## config.mk

```make
export PLATFORM = sky130hd
export DESIGN_NAME = pipe_stage_reg
export DESIGN_NICKNAME = d
export VERILOG_FILES = /design/src/rtl/pipe_pkg.sv /design/src/rtl/pipe_stage_entry.sv /design/src/rtl/pipe_stage_reg.sv
export SDC_FILE = /design/constraint.sdc
export NUM_CORES = 1
export LEC_CHECK = 0
export CAP_MARGIN = 25
export CORE_AREA = 2 2 158 160
export DETAILED_ROUTE_END_ITERATION = 6
export DIE_AREA = 0 0 160 162
export PLACE_DENSITY = 0.72
export SYNTH_ARGS = -nofsm -noshare
export SYNTH_HDL_FRONTEND = slang
export SYNTH_SLANG_ARGS = --single-unit
```

## constraint.sdc

```tcl
create_clock -name clk -period 5.7 [get_ports clk]
set_clock_uncertainty 0.1 [all_clocks]
set_input_delay 0.855 -clock clk [delete_from_list [all_inputs] [get_ports clk]]
set_output_delay 0.855 -clock clk [all_outputs]
set_load 0.02 [all_outputs]
```

## src/rtl/pipe_pkg.sv

```systemverilog
// Shared definitions for pipeline stage registers: state encoding,
// default bundle widths and control-bit positions.
package pipe_pkg;

  localparam int CTRL_W_DEF = 9;
  localparam int DATA_W_DEF = 111;

  // Control bundle bit positions, shared by every stage that packs/unpacks it
  localparam int ALUSRC   = 0;
  localparam int REGDST   = 1;
  localparam int MEMREAD  = 2;
  localparam int MEMWRITE = 3;
  localparam int REGWRITE = 4;
  localparam int MEMTOREG = 5;
  localparam int ALUOP_LO = 6;
  localparam int ALUOP_HI = 8;

  // Encoding doubles as the occupancy count
  typedef enum logic [1:0] {
    EMPTY = 2'd0,
    HALF  = 2'd1,
    FULL  = 2'd2
  } state_t;

endpackage

```

## src/rtl/pipe_stage_entry.sv

```systemverilog
// One stage entry: valid flag, control bundle and data bundle.
// load captures a new entry; clr retires it, zeroing ctrl so a bubble
// never carries live control bits. Data is left as-is on clr.
module pipe_stage_entry
  import pipe_pkg::*;
#(
  parameter int CTRL_W = CTRL_W_DEF,
  parameter int DATA_W = DATA_W_DEF
) (
  input  logic              clk,
  input  logic              rst_n,
  input  logic              load,
  input  logic              clr,
  input  logic [CTRL_W-1:0] ctrl_d,
  input  logic [DATA_W-1:0] data_d,
  output logic              valid,
  output logic [CTRL_W-1:0] ctrl,
  output logic [DATA_W-1:0] data
);

  // Entry register; load wins over clr
  always_ff @(posedge clk or negedge rst_n) begin
    if (!rst_n) begin
      valid <= 1'b0;
      ctrl  <= '0;
      data  <= '0;
    end else if (load) begin
      valid <= 1'b1;
      ctrl  <= ctrl_d;
      data  <= data_d;
    end else if (clr) begin
      valid <= 1'b0;
      ctrl  <= '0;
    end
  end

endmodule

```

## src/rtl/pipe_stage_reg.sv

```systemverilog
// Pipeline stage register with valid/ready handshake, a skid entry so
// in_ready can be registered without losing throughput, and a
// synchronous flush that leaves a bubble.
//
//   state | meaning
//   ------+-------------------------------------------
//   EMPTY | nothing held, out_valid=0
//   HALF  | main entry valid, skid empty
//   FULL  | main and skid valid, in_ready=0
module pipe_stage_reg
  import pipe_pkg::*;
#(
  parameter int CTRL_W = CTRL_W_DEF,
  parameter int DATA_W = DATA_W_DEF
) (
  input  logic              clk,
  input  logic              rst_n,
  input  logic              flush,
  input  logic              in_valid,
  output logic              in_ready,
  input  logic [CTRL_W-1:0] in_ctrl,
  input  logic [DATA_W-1:0] in_data,
  output logic              out_valid,
  input  logic              out_ready,
  output logic [CTRL_W-1:0] out_ctrl,
  output logic [DATA_W-1:0] out_data,
  output logic [1:0]        occupancy
);

  state_t state_q, state_n;
  logic   in_ready_q;
  logic   push, pop;

  logic              main_load, main_clr, skid_load, skid_clr;
  logic              main_valid, skid_valid;
  logic [CTRL_W-1:0] main_ctrl, skid_ctrl, main_ctrl_d;
  logic [DATA_W-1:0] main_data, skid_data, main_data_d;

  assign push = in_valid & in_ready_q;
  assign pop  = main_valid & out_ready;

  // The skid entry is only valid in FULL, so it is the older entry whenever
  // main is refilled while it holds something.
  assign main_ctrl_d = skid_valid ? skid_ctrl : in_ctrl;
  assign main_data_d = skid_valid ? skid_data : in_data;

  // Next state and entry controls; flush overrides any push/pop
  always_comb begin
    state_n   = state_q;
    main_load = 1'b0;
    main_clr  = 1'b0;
    skid_load = 1'b0;
    skid_clr  = 1'b0;
    if (flush) begin
      state_n  = EMPTY;
      main_clr = 1'b1;
      skid_clr = 1'b1;
    end else begin
      case (state_q)
        EMPTY: begin
          if (push) begin
            main_load = 1'b1;
            state_n   = HALF;
          end
        end
        HALF: begin
          if (push && !pop) begin
            skid_load = 1'b1;
            state_n   = FULL;
          end else if (push && pop) begin
            main_load = 1'b1;
          end else if (pop) begin
            main_clr = 1'b1;
            state_n  = EMPTY;
          end
        end
        FULL: begin
          if (pop) begin
            main_load = 1'b1;
            skid_clr  = 1'b1;
            state_n   = HALF;
          end
        end
        default: begin
          main_clr = 1'b1;
          skid_clr = 1'b1;
          state_n  = EMPTY;
        end
      endcase
    end
  end

  // State and registered in_ready; in_ready never depends on out_ready
  always_ff @(posedge clk or negedge rst_n) begin
    if (!rst_n) begin
      state_q    <= EMPTY;
      in_ready_q <= 1'b1;
    end else begin
      state_q    <= state_n;
      in_ready_q <= (state_n != FULL);
    end
  end

  pipe_stage_entry #(.CTRL_W(CTRL_W), .DATA_W(DATA_W)) u_main (
    .clk    (clk),
    .rst_n  (rst_n),
    .load   (main_load),
    .clr    (main_clr),
    .ctrl_d (main_ctrl_d),
    .data_d (main_data_d),
    .valid  (main_valid),
    .ctrl   (main_ctrl),
    .data   (main_data)
  );

  pipe_stage_entry #(.CTRL_W(CTRL_W), .DATA_W(DATA_W)) u_skid (
    .clk    (clk),
    .rst_n  (rst_n),
    .load   (skid_load),
    .clr    (skid_clr),
    .ctrl_d (in_ctrl),
    .data_d (in_data),
    .valid  (skid_valid),
    .ctrl   (skid_ctrl),
    .data   (skid_data)
  );

  assign in_ready  = in_ready_q;
  assign out_valid = main_valid;
  // Ctrl is already cleared on retire; the gate keeps bubbles inert regardless
  assign out_ctrl  = main_valid ? main_ctrl : '0;
  assign out_data  = main_data;
  assign occupancy = state_q;

endmodule
```

======== Word-level counts from Yosys, hierarchy flattened ========
Cells that the tools add are included.
W data, S select, Z words.
cells by class
  add/sub/neg operators ................... 0
  multipliers ............................. 0
  divide/modulo/power cells ............... 0
  order comparisons ....................... 0
  equal/unequal tests ..................... 3
  shift operators ......................... 0
  multiplexer cells ....................... 33
  bitwise logic cells ..................... 2
  reduce and logical (&&, ||, !) cells .... 8
operators by type and width
  cell                  count
  $mux W111             1
  $mux W9               6
  $mux W1               16
  $mux W2               6
  $pmux W2 S3           1
  $pmux W1 S2           2
  $reduce_bool A2 Y1    2
  $reduce_or A2 Y1      2
  $pmux W1 S3           1
  $and A1 B1 Y1         2
  $eq A2 B1 Y1 const B  1
  $eq A2 B2 Y1 const B  1
  $logic_and A1 B1 Y1   2
  $logic_not A2 Y1      1
  $ne A2 B2 Y1 const B  1
  $logic_not A1 Y1      1
word-level totals
  bits in registers ....................... 245
  latch bits .............................. 0
  RAM bits ................................ 0
  bits in read-only memories .............. 0
  output and inout bits ................... 124
  word-level logic and storage cells ...... 54
  memories kept ........................... 0

======== Logic depth before layout (Yosys ltp) ========
Gate-level depths: netlist of run 1.
  word-level depth ........................ 8
  depth in mapped cells ................... 6
  gate-level depth less buffers ........... 3

======== By module ========
Synthesis of run 1 repeated with hierarchy kept, for this count alone.
unflattened totals
  cell total of the unflattened synthesis .. 681
  area, all modules ....................... 11262.1 sq um
by module, submodules not included
  module            instances  cells each  area an instance (sq um)  seq. area each (sq um)
  pipe_stage_entry  2          258         4762.1                    3027.9
  pipe_stage_reg    1          165         1737.9                    76.3

======== Worst setup path after synthesis of run 1 ========
OpenSTA, ideal clock, no wires.
  kind .................................... input to register
  from .................................... input port flush
  to ...................................... register u_skid.data[100]
  library setup time ...................... 0.125 ns
  arrival time ............................ 1.971 ns
  data required time ...................... 5.475 ns
  path slack .............................. 3.504 ns
  cell stages on the path ................. 6
  path buffers ............................ 3
  cell sequence ........................... clkbuf_1 > a21oi_1 > nand2_1 > buf_2 > buf_2 > mux2_2
between the ends
  longest elaborated chain between the ends .. 1
ends and longest elaborated chain
  what                  RTL line                RTL
  from (decl)           pipe_stage_reg.sv:18    input logic flush,
  $mux W1               pipe_stage_reg.sv:54    if (flush) begin
  to (signal assigned)  pipe_stage_entry.sv:30  data <= data_d;
  to (decl)             pipe_stage_entry.sv:18  output logic [DATA_W-1:0] data
Every way passes these cells.
A chain may end at the register's enable or synchronous reset.

======== Worst setup path after layout of run 1 ========
  from .................................... register u_main.valid
  to ...................................... output port out_ctrl[7]
between the ends
  longest elaborated chain between the ends .. 1
ends and longest elaborated chain
  what                    RTL line                RTL
  from (decl)             pipe_stage_entry.sv:16  output logic valid,
  from (signal assigned)  pipe_stage_entry.sv:24  valid <= 1'b0;
  from (signal assigned)  pipe_stage_entry.sv:28  valid <= 1'b1;
  from (signal assigned)  pipe_stage_entry.sv:32  valid <= 1'b0;
  $mux W9                 pipe_stage_reg.sv:131   assign out_ctrl = main_valid ? main_ctrl : '0;
  to (decl)               pipe_stage_reg.sv:25    output logic [CTRL_W-1:0] out_ctrl,
Every way passes these cells.

==> results.md, run 1 <==
- Synthesized flop and latch total: 245
- # DRC: 0
- Final hold vios: 0
- Gr ovfl total: 0
- Period Utilization, post-route: about half
- Share of layout cells above drive strength 1: between 30% and 40%
- Total of max-cap violations: 0
- Post-DP HPWL: ~15000 um
- Critical path class: flop to primary output
- WL final: approximately 23000 um
- Post-synthesis cell count: 690
- Commonest cells post-synth: mux2_2 (259), dfrtp_1 (244), mux2_1 (74), buf_2 (19), mux2i_1 (18)
- Netlist cell types: 28
- Cell leakage power: roughly 6 nW
- Post-DR wirelength/cell: about 18 um
- Synth async-reset ratio: 100%
- CTS buffer count: 26
- Largest net degree at the start of global routing: about 110
- Final Critical Period: about 3 ns
- Worst Hold Class: input pin to async pin
- First-pass GRT wire length: between 30000 and 40000 um
- WP buf/inv: 1
- Fin. max-slew vios: 0
- Post_cts resized: 0
- RSZ-0062 raised after global routing: no
- WHS: 0.245 ns
- Htree depth: 1
- Clock Latency Late Sink: between 0.5 and 0.6 ns
- CTS tree: done
- Row Count: 57
- CTS Hold Bufs: 0
- GRT Util Overall: 17.7%
- CP max stage delay: ~0.64 ns
- Via count: approximately 6500
- Synthesized Nets: just over 800
- Count leader, synth: mux2_2
- Initial core utilization: between 40 and 50%
- RePlAce Congestion: ~0.76
- Vias in the first global route: about 6800
- Top cell type's share of synthesized area: approximately 57%
- CP max FO: 17
- Postcts setup bufs: 0
- CORE AREA: roughly 0.024 mm2
- Met2 GRT Util: around 27%
- Setup TNS: 0 ns
- Number of synthesized flops with an enable pin: 0
- Tightest Pin Transition: 1.00 ns
- Crit path capture type: primary output
- Largest cells by area after synthesis: dfrtp_1 (57%), mux2_2 (27%), mux2_1 (7.8%)
- DR pass1 iterations: 4
- Post-synth top area cell: dfrtp_1
- Die height: 162 um
- Met1 usage: about 25%
- Final #Nets: roughly 1100
- Final setup viols: 0
- Post-Syn Area: approximately 0.011 mm2
- Max Fclk: approximately 0.34 GHz
- Post-Syn Area per Cell: ~15 um2
- Largest delay contributor family on the critical path: flip-flops
- Post-route ant nets: 0
- Peak supply drop: around 0.27 mV
- Buffers on Ports: 248
- Starting DRT DRC Count: 253
- Synth-to-Final Area Change: 34.3%
- DIE AREA: about 0.026 mm2
- P per Cell Area: between 400 and 500 mW/mm2
- Initial antenna violation count: 0
- Req. time, crit path: ~4.7 ns
- CTS Sinks: 245
- Status: complete, no violations
- Worst-path cell chain: and2_1, clkdlybuf4s50_1
- Critical Path Source Type: flop
- Antenna cells: 0
- CTS clock-pin slew for the worst setup and hold paths: ~0.060 ns
- Grt peak-use layer: met2
- Slew headroom: between 30% and 40%
- Root Driver: clkbuf_16
- I/O pin cnt: 249
- Met3 usage: under 10%
- Prevailing post-synth register cell: dfrtp_1
- Ys Warns: 0
- Average vias per placed instance: ~5
- Worst Path Arrival: 2.01 ns
- Clk buf depth: 3
- Seq/Total Area, Yosys: a little under three fifths
- CP max stage cell: dfrtp_1
- Die width: around 160 um
[cell type report]
type	instances	area, um2
Clock buffer	44	840
Clock inverter	4	95.1
Fill cell	1966	9750
Inverter	1	3.75
Multi-Input combinational cell	401	4310
Sequential cell	245	6140
Tap cell	324	405
Timing Repair Buffer	255	2560
[worst reg2reg max path, cell delays in order (launching register included)]
cell,delay [ns]
dfrtp_1,0.64
nand4b_1,0.25
a211oi_4,0.26
buf_4,0.77
mux2_2,0.50
[registers in the layout, summed over array words and instances (netlist names)]
register,cells
u_main.data,111
u_main.ctrl,9
u_skid.valid,1
u_main.valid,1
u_skid.data,111
occupancy,2
u_skid.ctrl,9
in_ready,1
[stage by stage]
step	power (mW)	std cells	cell area [um2]	setup slack [ns]	utilization (%)
after global placement	4.96	1226	13400	2.33	55.7
after global routing	7.16	1274	14400	2.64	59.6
final	6.80	1274	14400	2.74	59.6
after detailed placement	5.04	1226	13400	2.33	55.7
after floorplan	4.01	690	10700	3.50	-
after CTS	6.88	1274	14400	2.73	59.6
[final timing paths]
check                                    start                to  slack, ns  cells past startpoint
worst max register to register    u_main.valid   u_main.data[81]       3.07                      4
worst min-delay path                     rst_n  u_skid.data[107]       0.24                      1
worst max-delay path              u_main.valid       out_ctrl[7]       2.74                      2
worst min register to register  u_main.data[8]    u_main.data[8]       0.38                      1
min in group clk                u_main.data[8]    u_main.data[8]       0.38                      1
max in group asynchronous                rst_n   u_main.data[52]       4.09                      2
[routing by layer]
metal	vias up	wire length [um]	share of wire (%)
li1	2967	-	-
met1	3306	10600	46
met2	179	10400	45
met3	35	1640	7.1
met4	0	451	2.0
met5	-	0	0
[report_power, final]
group | switching (mW) | internal, mW | leakage [nW]
logic | 0.927 | 1.24 | 2.56
registers | 0.367 | 2.46 | 2.95
clock network | 0.675 | 1.13 | 0.459
[layout by cell type (no fill, tap or decap), types with 3 or more instances in the layout]
master and n:
a21oi_1 3, clkdlybuf4s50_1 247, clkbuf_16 27, mux2_1 74, clkbuf_1 7, a22o_1 9, and2_1 11, bufinv_16 3
buf_4 5, mux2_2 259, mux2i_1 18, clkbuf_8 10, o211ai_1 10, dfrtp_1 243
[logic make-up after synthesis]
logic type,synth area share [%]
compound gates,2.18
flops,57.4
mux,36.8
simple gates,1.19
xor+xnor,0.0820
buf+inv,2.40
No activity file was read; power rests on OpenSTA's default activity.
==> run 2, diff against run 1 <==
==> constraint.sdc (replaced) <==
create_clock -name clk -period 2.77 [get_ports clk]
set_clock_uncertainty 0.1 [all_clocks]
set_input_delay 0.4155 -clock clk [delete_from_list [all_inputs] [get_ports clk]]
set_output_delay 0.4155 -clock clk [all_outputs]
set_load 0.02 [all_outputs]
==> run 2 against run 1 <==
Sequential power rose by 100%. Final area rose by 1.1%. Worst setup slack got worse by 2.5 ns. Non-clock buffer count rose by 18. Clock power grew 90%. Critical path depth stayed put. Critical path type unchanged. Largest cell class unchanged. Register-to-register slack got worse by 2.5 ns. Count of clock-buffer cells in the layout decreased by 2. Worst hold slack gained 0.14 ns. Sequential share of layout area shrank 0.49 points. Die area did not move.
==> results.md, run 2 (synthesis results as in run 1) <==
- Initial core utilization: 44.3% (unchanged)
- Status: complete, no violations (unchanged)
- Clock Latency Late Sink: 0.52 ns (about the same)
- Average vias per placed instance: 5.05 (was 5.09)
- Initial antenna violation count: 0 (unchanged)
- Met1 usage: 24.6% (was 25.1%)
- Post-route ant nets: 0 (unchanged)
- GRT Util Overall: 18.1% (was 17.7%)
- RSZ-0062 raised after global routing: no (unchanged)
- Commonest cells after routing, fill and taps aside: mux2_2 (259), clkdlybuf4s50_1 (247), dfrtp_1 (243) (unchanged)
- Htree depth: 1 (unchanged)
- Final setup viols: 0 (unchanged)
- Worst Hold Class: flop to flop (was input pin to async pin)
- Cell leakage power: 6.06 nW (was 5.97 nW)
- Worst Path Arrival: 1.97 ns (was 2.01 ns)
- Clk buf depth: 3 (unchanged)
- Setup TNS: 0 ns (unchanged)
- Reg2Reg Depth: 5 (was 4)
- I/O pin cnt: 249 (unchanged)
- RePlAce Congestion: 0.724 (was 0.764)
- Row Count: 57 (unchanged)
- WL final: 23400 um (was 23100 um)
- Post_cts resized: 0 (unchanged)
- Post-placement cell count: 1243 (was 1226)
- WHS: 0.381 ns (was 0.245 ns)
- Clock share of power: 25.0% (was 26.6%)
- Final #Nets: 1074 (was 1055)
- Total of max-cap violations: 0 (unchanged)
- Critical path class: flop to primary output (unchanged)
- DR pass1 iterations: 4 (unchanged)
- CP max FO: 17 (unchanged)
- Most common cell after layout, fill and taps aside: mux2_2 (unchanged)
- CTS clock-pin slew for the worst setup and hold paths: 0.06 ns (about the same)
- Via count: 6530 (was 6487)
- Met2 GRT Util: 28.8% (was 27.2%)
- Root Driver: clkbuf_16 (unchanged)
- # DRC: 0 (unchanged)
- Fin. max-slew vios: 0 (unchanged)
- Switching share of total power: 29.5% (was 28.9%)
- Die height: 162 um (unchanged)
- Final hold vios: 0 (unchanged)
- Psw: 4.07 mW (was 1.97 mW)
- Peak supply drop: 0.603 mV (was 0.274 mV)
- Buffers on Ports: 248 (unchanged)
- Grt peak-use layer: met2 (unchanged)
- Met3 usage: 5.36% (was 5.29%)
- Synth-to-Final Area Change: 35.9% (was 34.3%)
- Post-DP HPWL: 15500 um (was 14900 um)
- Vias in the first global route: 7061 (was 6782)
- Die width: 160 um (unchanged)
- Final Critical Period: 2.49 ns
- Share of layout cells above drive strength 1: 34.3% (was 32.9%)
- Layout Cells excl Fill: 1292 (was 1274)
- CTS Sinks: 245 (unchanged)
- Logic pwr share: 33.0% (was 31.8%)
- CTS buffer count: 27 (was 26)
- First-pass GRT wire length: 38300 um (was 37300 um)
- Slew headroom: 59.2% (was 33.3%)
- P per Cell Area: 949 mW/mm2 (was 473 mW/mm2)
- Tightest Pin Transition: 0.612 ns (was 1.00 ns)
- Antenna cells: 0 (unchanged)
- DIE AREA: 0.0259 mm2 (unchanged)
- Critical Path Source Type: flop (unchanged)
- Sequential share of power: 42.1% (was 41.6%)
- Gr ovfl total: 0 (unchanged)
- Largest net degree at the start of global routing: 78 (was 107)
- Crit path capture type: primary output (unchanged)
- CORE AREA: 0.0241 mm2 (unchanged)
- Max Fclk: slightly above 0.4 GHz
- Period Utilization, post-route: around 90%
- Regs by FF count: u_main.data x111, u_skid.data x111 (unchanged)
- Hold path depth: 1
- Starting DRT DRC Count: 224 (was 253)
- CTS tree: done (unchanged)
- Req. time, crit path: 2.25 ns (was 4.74 ns)
- Util after Layout: 60.3% (was 59.6%)
- Internal power: 9.71 mW (was 4.83 mW)
- Post-DR wirelength/cell: 18.1 um (about the same)
run 2: layout make-up:
cell class	instances	area [um2]
repair buffers	273	2800
inverters	1	3.75
clock buffers	42	832
clock inverters	6	30.0
flip-flops and latches	245	6140
multi-input cells	401	4310
well taps	324	405
fillers	1966	9580
run 2: path summary, 6_finish.rpt:
path,start,end,slack [ns]
min,u_main.data[51],u_main.data[51],0.38
max,u_main.valid,out_ctrl[0],0.28
max in group asynchronous,rst_n,u_skid.data[58],1.39
max reg2reg,u_main.valid,u_main.data[54],0.56
min reg2reg,u_main.data[51],u_main.data[51],0.38
min in group asynchronous,rst_n,u_main.data[100],0.39
run 2: power groups by stage:
stage	clock network [mW]	logic, mW	registers, mW
floorplan	0	1.76	6.49
global placement	0	4.51	5.76
detailed placement	0	4.58	5.84
CTS	3.55	4.61	5.79
global route	3.70	4.83	5.99
finish	3.44	4.54	5.79
run 2: metal layers:
metal  routed length (um)  part of all wire, %
met1                10500                   45
met2                10800                   46
met3                 1690                  7.2
met4                  437                  1.9
met5                    0                    0
run 2: worst max-delay path: stages, from the launching register on:
cell and delay, ns:
dfrtp_1 0.62, and2_1 0.22, clkdlybuf4s50_1 0.62
run 2: metrics by stage:
step	power, mW	instance area [um2]	worst slack (ns)
final	13.8	14500	0.284
after floorplan	8.25	10700	0.789
after global placement	10.3	13700	0.266
after global routing	14.5	14500	0.156
after detailed placement	10.4	13700	0.203
after CTS	14.0	14500	0.241
run 2: timing repair:
action	in CTS	in global routing
setup buffers	0	0
hold endpoints to repair	70	0
hold buffers	1	0
